<file path="config.mk">
export PLATFORM = sky130hd
export DESIGN_NAME = morse_beacon
export DESIGN_NICKNAME = d
export VERILOG_FILES = /design/src/rtl/morse_pkg.sv /design/src/rtl/morse_lut.sv /design/src/rtl/morse_beacon.sv
export SDC_FILE = /design/constraint.sdc
export NUM_CORES = 1
export LEC_CHECK = 0
export CAP_MARGIN = 20
export CORE_MARGIN = 4
export CORE_UTILIZATION = 55
export CTS_BUF_LIST = sky130_fd_sc_hd__clkbuf_8
export DETAILED_ROUTE_END_ITERATION = 7
export PLACE_DENSITY = 0.74
export REMOVE_ABC_BUFFERS = 1
export SYNTH_ARGS = -nofsm -noshare
export SYNTH_HDL_FRONTEND = slang
export SYNTH_SLANG_ARGS = --single-unit
</file>
<file path="constraint.sdc">
create_clock -name clk -period 4.1 [get_ports clk]
set_input_delay 0.41 -clock clk [delete_from_list [all_inputs] [get_ports clk]]
set_output_delay 0.41 -clock clk [all_outputs]
set_load 0.005 [all_outputs]
</file>
<file path="src/rtl/morse_pkg.sv">
// Shared constants, payload types and FSM state encoding for the Morse beacon.
package morse_pkg;

  // Symbol codes held in the message buffer
  localparam logic [5:0] CODE_A      = 6'd0;
  localparam logic [5:0] CODE_Z      = 6'd25;
  localparam logic [5:0] CODE_DIGIT0 = 6'd26;
  localparam logic [5:0] CODE_DIGIT9 = 6'd35;
  localparam logic [5:0] SPACE_CODE  = 6'd63;

  // Span lengths in units
  localparam logic [2:0] DOT        = 3'd1;
  localparam logic [2:0] DASH       = 3'd3;
  localparam logic [2:0] ELEM_GAP   = 3'd1;
  localparam logic [2:0] CHAR_GAP   = 3'd3;
  localparam logic [2:0] WORD_EXTRA = 3'd4;

  // Element pattern of one symbol: bit i of dash_mask set means element i is a dash
  typedef struct packed {
    logic [2:0] len;
    logic [4:0] dash_mask;
  } morse_pat_t;

  typedef enum logic [2:0] {
    S_IDLE     = 3'd0,
    S_LOAD     = 3'd1,
    S_MARK     = 3'd2,
    S_ELEM_GAP = 3'd3,
    S_CHAR_GAP = 3'd4,
    S_WORD_GAP = 3'd5,
    S_REP_GAP  = 3'd6
  } state_t;

endpackage

</file>
<file path="src/rtl/morse_lut.sv">
// Combinational symbol-code to ITU Morse element pattern lookup.
module morse_lut
  import morse_pkg::*;
(
  input  logic [5:0] code,
  output morse_pat_t pat
);

  // Codes outside A-Z / 0-9 decode as a zero-length (word space) pattern
  always_comb begin
    pat = '0;
    case (code)
      6'd0:  pat = {3'd2, 5'b00010}; // A .-
      6'd1:  pat = {3'd4, 5'b00001}; // B -...
      6'd2:  pat = {3'd4, 5'b00101}; // C -.-.
      6'd3:  pat = {3'd3, 5'b00001}; // D -..
      6'd4:  pat = {3'd1, 5'b00000}; // E .
      6'd5:  pat = {3'd4, 5'b00100}; // F ..-.
      6'd6:  pat = {3'd3, 5'b00011}; // G --.
      6'd7:  pat = {3'd4, 5'b00000}; // H ....
      6'd8:  pat = {3'd2, 5'b00000}; // I ..
      6'd9:  pat = {3'd4, 5'b01110}; // J .---
      6'd10: pat = {3'd3, 5'b00101}; // K -.-
      6'd11: pat = {3'd4, 5'b00010}; // L .-..
      6'd12: pat = {3'd2, 5'b00011}; // M --
      6'd13: pat = {3'd2, 5'b00001}; // N -.
      6'd14: pat = {3'd3, 5'b00111}; // O ---
      6'd15: pat = {3'd4, 5'b00110}; // P .--.
      6'd16: pat = {3'd4, 5'b01011}; // Q --.-
      6'd17: pat = {3'd3, 5'b00010}; // R .-.
      6'd18: pat = {3'd3, 5'b00000}; // S ...
      6'd19: pat = {3'd1, 5'b00001}; // T -
      6'd20: pat = {3'd3, 5'b00100}; // U ..-
      6'd21: pat = {3'd4, 5'b01000}; // V ...-
      6'd22: pat = {3'd3, 5'b00110}; // W .--
      6'd23: pat = {3'd4, 5'b01001}; // X -..-
      6'd24: pat = {3'd4, 5'b01101}; // Y -.--
      6'd25: pat = {3'd4, 5'b00011}; // Z --..
      6'd26: pat = {3'd5, 5'b11111}; // 0 -----
      6'd27: pat = {3'd5, 5'b11110}; // 1 .----
      6'd28: pat = {3'd5, 5'b11100}; // 2 ..---
      6'd29: pat = {3'd5, 5'b11000}; // 3 ...--
      6'd30: pat = {3'd5, 5'b10000}; // 4 ....-
      6'd31: pat = {3'd5, 5'b00000}; // 5 .....
      6'd32: pat = {3'd5, 5'b00001}; // 6 -....
      6'd33: pat = {3'd5, 5'b00011}; // 7 --...
      6'd34: pat = {3'd5, 5'b00111}; // 8 ---..
      6'd35: pat = {3'd5, 5'b01111}; // 9 ----.
      default: pat = '0;
    endcase
  end

endmodule

</file>
<file path="src/rtl/morse_beacon.sv">
// Morse beacon: keys a buffered symbol message at a programmable unit rate.
module morse_beacon
  import morse_pkg::*;
#(
  parameter int unsigned MAX_CHARS = 16,
  parameter int unsigned DIV_W     = 16
) (
  input  logic                             clk,
  input  logic                             rst,
  input  logic                             start,
  input  logic                             stop,
  input  logic                             repeat_en,
  input  logic [DIV_W-1:0]                 dot_div,
  input  logic [$clog2(MAX_CHARS+1)-1:0]   msg_len,
  input  logic                             wr_en,
  input  logic [$clog2(MAX_CHARS)-1:0]     wr_addr,
  input  logic [5:0]                       wr_data,
  output logic                             key_out,
  output logic                             busy,
  output logic                             msg_done
);

  localparam int unsigned LEN_W = $clog2(MAX_CHARS + 1);
  localparam int unsigned IDX_W = $clog2(MAX_CHARS);

  state_t           state, state_next, fetch_state;
  logic [5:0]       buffer [MAX_CHARS];
  logic [DIV_W-1:0] unit_q, pre;
  logic [2:0]       units, elem, elem_nx;
  logic [IDX_W-1:0] idx, fetch_idx;
  logic [LEN_W-1:0] len_q;
  morse_pat_t       pat, fpat;
  logic             unit_end, span_end, last_sym, from_gap;
  logic             new_span, fetch, elem_inc, pass_end;
  logic [2:0]       span_units, fetch_units;

  assign unit_end = (pre == unit_q - DIV_W'(1));
  assign span_end = unit_end && (units == 3'd1);
  assign last_sym = (LEN_W'(idx) == len_q - LEN_W'(1));
  assign from_gap = (state == S_CHAR_GAP) || (state == S_WORD_GAP);
  assign elem_nx  = elem + 3'd1;

  // Next symbol comes from idx+1 at a gap end; LOAD and REP_GAP exit use idx (0)
  assign fetch_idx = from_gap ? idx + IDX_W'(1) : idx;

  morse_lut u_lut (
    .code (buffer[fetch_idx]),
    .pat  (fpat)
  );

  assign fetch_state = (fpat.len == 3'd0) ? S_WORD_GAP : S_MARK;
  assign fetch_units = (fpat.len == 3'd0) ? WORD_EXTRA : (fpat.dash_mask[0] ? DASH : DOT);

  // Symbol buffer write port, not reset
  always_ff @(posedge clk) begin
    if (wr_en) buffer[wr_addr] <= wr_data;
  end

  // State register
  always_ff @(posedge clk) begin
    if (rst) state <= S_IDLE;
    else     state <= state_next;
  end

  // Next-state and span control; symbols after the first are fetched inline at
  // gap end so back-to-back spans carry no extra cycle
  always_comb begin
    state_next = state;
    new_span   = 1'b0;
    span_units = 3'd0;
    fetch      = 1'b0;
    elem_inc   = 1'b0;
    pass_end   = 1'b0;
    if (state != S_IDLE && stop) begin
      state_next = S_IDLE;
    end else begin
      case (state)
        S_IDLE: begin
          if (start && !stop && msg_len != '0) state_next = S_LOAD;
        end
        S_LOAD, S_REP_GAP: begin
          if (state == S_LOAD || span_end) begin
            fetch      = 1'b1;
            new_span   = 1'b1;
            state_next = fetch_state;
            span_units = fetch_units;
          end
        end
        S_MARK: begin
          if (span_end) begin
            new_span = 1'b1;
            if (elem_nx < pat.len) begin
              state_next = S_ELEM_GAP;
              span_units = ELEM_GAP;
            end else begin
              state_next = S_CHAR_GAP;
              span_units = CHAR_GAP;
            end
          end
        end
        S_ELEM_GAP: begin
          if (span_end) begin
            new_span   = 1'b1;
            elem_inc   = 1'b1;
            state_next = S_MARK;
            span_units = pat.dash_mask[elem_nx] ? DASH : DOT;
          end
        end
        S_CHAR_GAP, S_WORD_GAP: begin
          if (span_end) begin
            if (last_sym) begin
              pass_end = 1'b1;
              if (repeat_en) begin
                state_next = S_REP_GAP;
                new_span   = 1'b1;
                span_units = WORD_EXTRA;
              end else begin
                state_next = S_IDLE;
              end
            end else begin
              fetch      = 1'b1;
              new_span   = 1'b1;
              state_next = fetch_state;
              span_units = fetch_units;
            end
          end
        end
        default: state_next = S_IDLE;
      endcase
    end
  end

  // Latch unit length and clamped message length at start acceptance
  always_ff @(posedge clk) begin
    if (rst) begin
      unit_q <= DIV_W'(1);
      len_q  <= '0;
    end else if (state == S_IDLE && state_next == S_LOAD) begin
      unit_q <= (dot_div == '0) ? DIV_W'(1) : dot_div;
      len_q  <= (msg_len > LEN_W'(MAX_CHARS)) ? LEN_W'(MAX_CHARS) : msg_len;
    end
  end

  // Unit prescaler: counts clk cycles within one unit
  always_ff @(posedge clk) begin
    if (rst || state == S_IDLE || state_next == S_IDLE || new_span || unit_end) pre <= '0;
    else                                                                      pre <= pre + DIV_W'(1);
  end

  // Unit counter: units remaining in the current span
  always_ff @(posedge clk) begin
    if (rst || state == S_IDLE || state_next == S_IDLE) units <= '0;
    else if (new_span)                                  units <= span_units;
    else if (unit_end)                                  units <= units - 3'd1;
  end

  // Element counter within the latched symbol pattern
  always_ff @(posedge clk) begin
    if (rst || fetch) elem <= '0;
    else if (elem_inc) elem <= elem_nx;
  end

  // Latched pattern of the symbol being sent, immune to later buffer writes
  always_ff @(posedge clk) begin
    if (rst)        pat <= '0;
    else if (fetch) pat <= fpat;
  end

  // Symbol index; rewinds at pass end and on return to idle
  always_ff @(posedge clk) begin
    if (rst || state_next == S_IDLE || pass_end) idx <= '0;
    else if (fetch && from_gap)                 idx <= idx + IDX_W'(1);
  end

  // Registered outputs
  always_ff @(posedge clk) begin
    if (rst) begin
      key_out  <= 1'b0;
      busy     <= 1'b0;
      msg_done <= 1'b0;
    end else begin
      key_out  <= (state == S_MARK) && !stop;
      busy     <= (state_next != S_IDLE);
      msg_done <= pass_end;
    end
  end

endmodule
</file>
==> impl_metrics.tcl <==
set metrics [dict create \
    synthDistinctLibCells 87 \
    final_cells 1087 \
    layout_setup_ws_ns 0.199 \
    seqPwrFrac_pct 49.4 \
    grt_max_degree 33 \
    ys_warn_count 0 \
    io_pins 40 \
    slowest_delay_ns 0.61 \
    p_clk_share_pct 31.6 \
    end_kind "flop" \
    drt-vias-per-instance 6.19 \
    preCtsSetupSlack_ns 0.0440 \
    rr_startpoint "state[1]$_SDFF_PP0_" \
    crit_path_start "state[1]$_SDFF_PP0_" \
    timing.setup.tns_ns 0 \
    drcViolationCount 0 \
    maxCapViolations 0 \
    final_cell_mix "96 x edfxtp_1, 86 x nor2_1, 71 x mux2i_1" \
    cts_buffers 17 \
    synth_compound_area_share_pct 13.2 \
    async_reset_ff_share_pct 0 \
    finish.utilization_pct 64.6 \
    period_needed_ns 3.90 \
    holdBufCountCts 0 \
    synth_top_family_by_area "simple AND/OR/NAND/NOR gates" \
    worst_slew_pin_slew_ns 1.10 \
    nets 916 \
    hold_depth 2 \
    htree_levels 4 \
    clk_pin_slew_ns 0.09 \
    whs_ns 0.509 \
    antenna_found_initial 0 \
    coreArea_um2 15300 \
    antenna_cells 0 \
    overflow 0 \
    ant_nets 0 \
    fmax_ghz 0.256 \
    crit_path_top_delay_cell "or4_1" \
    die_h_um 133 \
    ff2ff_setup_slack_ns 0.20 \
    area_delta_synth_final_pct 14.1 \
    layout_commonest_cell "edfxtp_1" \
    status "finished, final reports clean" \
    io_buffers 39 \
    drt_first_pass_iters 5 \
    hold_start "pat[0]$_SDFFE_PP0P_" \
    timing.final.crit_share_pct 95.2 \
    swShare_pct 29.5 \
    path_common_cell "buf_4" \
    grt_pass1_wl_um 34400 \
    cp.arrival_ns 4.28 \
    dp.cells 1043 \
    cts_buffer_depth 2 \
    drtIter0Drc 485 \
    track_usage_pct 24.3 \
    place.gp.congestion 0.895 \
    synth_edf_count 96 \
    finalHoldViolCount 0 \
    start_kind "flop" \
    seq_area_frac_synth_pct 47.4 \
    ys_seq_elements 157 \
    path_class "flop to flop" \
    power.total_mw 3.58 \
    synthCells 810 \
    slew_viol_final 0 \
    clock_latency_ns 0.47 \
    wl_per_cell_um 19.9 \
    cp_cell_sequence "nor2b_2 -> buf_8 -> buf_4 -> xnor2_2 -> buf_4 -> buf_4 -> a21oi_1 -> a221oi_1 -> or4_1 -> buf_4 -> mux2i_1 -> nand3_1 -> o211ai_1 -> and3_2 -> or3_1 -> a211oi_2" \
    ir_worst_vdd_mv 0.343 \
    routed_wl_um 21600 \
    hpwl_um 15500 \
    power.internal_mw 2.52 \
    rsz0062_at_grt "no" \
    setup_violations 0 \
    syn_area_per_cell_um2 10.7 \
    p_switching_mw 1.05 \
    relSlewSlack_pct 26.2 \
    cts.sinks 157 \
    p_leak_nw 3.39 \
    start_util_pct 56.6 \
    synth_flop_cell "edfxtp_1" \
    syn-cell-area_um2 8660 \
    row_count 45 \
    design_area_um2 9890 \
    die_w_um 133 \
    reg2reg_to "units[1]$_SDFFE_PP0P_" \
    powerDensity_nw_per_um2 362 \
    synth_simple_gate_area_share_pct 16.9 \
    cp.required_ns 4.48 \
    muxShareOfSynthArea_pct 10.7 \
    synth-xor-area-share_pct 5.66 \
    hold_path_class "flop to flop" \
    die_area_um2 17800 \
    synth-adder-area-share_pct 2.31 \
    grt_pass1_vias 6501 \
    cts_root_buf "clkbuf_8" \
    comb_power_share_pct 19.0 \
    placed_area_um2 9280 \
    path_max_fanout 9 \
    vias 6731 \
    cts_tree "yes" \
    drive_above_1_share_pct 14.6 \
    hold_path_end "pat[0]$_SDFFE_PP0P_" \
    r2r_cells 16 \
    skew_ns 0.0109 \
]
## critical path: cells and delay by family, from the launching register on
kind,cells,cell delay (ns)
XOR/XNOR,1,0.17
AO/OA/AOI/OAI,4,0.66
flip-flops,1,0.37
buffers and inverters,5,0.89
AND/OR/NAND/NOR,5,1.61
multiplexers,1,0.12
## worst max-delay path by stage
stage	to	slack [ns]	cells after the start
floorplan	units[1]$_SDFFE_PP0P_	-0.98	11
global placement	units[1]$_SDFFE_PP0P_	0.07	14
detailed placement	units[1]$_SDFFE_PP0P_	0.04	14
CTS	units[1]$_SDFFE_PP0P_	0.03	14
global route	idx[3]$_SDFFE_PP0P_	0.03	14
finish	units[1]$_SDFFE_PP0P_	0.20	16
## registers in the layout, indices dropped and copies added, names as in the netlist
signal / flops
units: 3
elem: 3
msg_done: 1
buffer: 96
pat: 8
busy: 1
unit_q: 16
key_out: 1
len_q: 5
idx: 4
pre: 16
state: 3
## layout make-up
cell class,instances,area (µm²)
repair buffers,75,696
clock buffers,17,234
well taps,211,264
fillers,1236,5430
clock inverters,15,156
multi-input cells,590,4340
flip-flops and latches,157,4110
inverters,22,87.6
## routing by layer
layer / vias up / global-route usage [%] / share of wire, %
met1: 3231 / 31.6 / 42
li1: 3160 / - / -
met4: 0 / 11.3 / 3.9
met3: 66 / 4.91 / 5.9
met5: - / 0 / 0
met2: 274 / 39.2 / 48
## what timing repair did
action / 4_1_cts / 5_1_grt
setup buffers: 0 / 10
gates cloned: 0 / 2
pin swaps: 0 / 2
endpoints found under the setup margin: 1 / 25
resized for setup: 1 / 26
## Yosys cell counts, types with 5 or more instances
cell type	number	area share, %
buf_2	12	0.69
nor3_1	30	1.7
a221oi_1	19	1.9
o21ai_1	5	0.29
dfxtp_1	61	14
o21ai_0	12	0.69
nor2_1	88	3.8
or3_1	7	0.51
xnor2_1	32	3.2
and3_1	9	0.65
clkbuf_1	15	0.65
inv_1	20	0.87
buf_4	9	0.78
a211oi_1	21	1.8
a31oi_1	8	0.58
xor2_1	19	1.9
nand3b_1	5	0.43
nand3_1	26	1.5
nor4_1	12	0.87
o211ai_1	8	0.69
mux4_2	7	1.8
edfxtp_1	96	33
o22ai_1	6	0.43
nand2b_1	12	0.87
ha_1	16	2.3
buf_6	5	0.65
nor2b_1	5	0.36
mux2i_1	71	8.2
a21oi_1	36	2.1
nand2_1	42	1.8
## power groups by stage
| stage | registers (mW) | logic (mW) | clock network, mW |
|---|---|---|---|
| floorplan | 1.79 | 0.428 | 0 |
| global placement | 1.80 | 0.629 | 0 |
| detailed placement | 1.80 | 0.640 | 0 |
| CTS | 1.76 | 0.644 | 1.15 |
| global route | 1.77 | 0.743 | 1.22 |
| finish | 1.77 | 0.680 | 1.13 |
## cell families (layout without fill, tap and decap cells)
logic type | after synthesis | count (layout)
flops | 157 | 157
fa+ha+maj | 16 | 16
simple gates | 278 | 278
buf+inv | 65 | 129
mux | 83 | 84
compound gates | 158 | 158
xor+xnor | 53 | 54
Note: power is estimated with default switching activity, not from simulation.
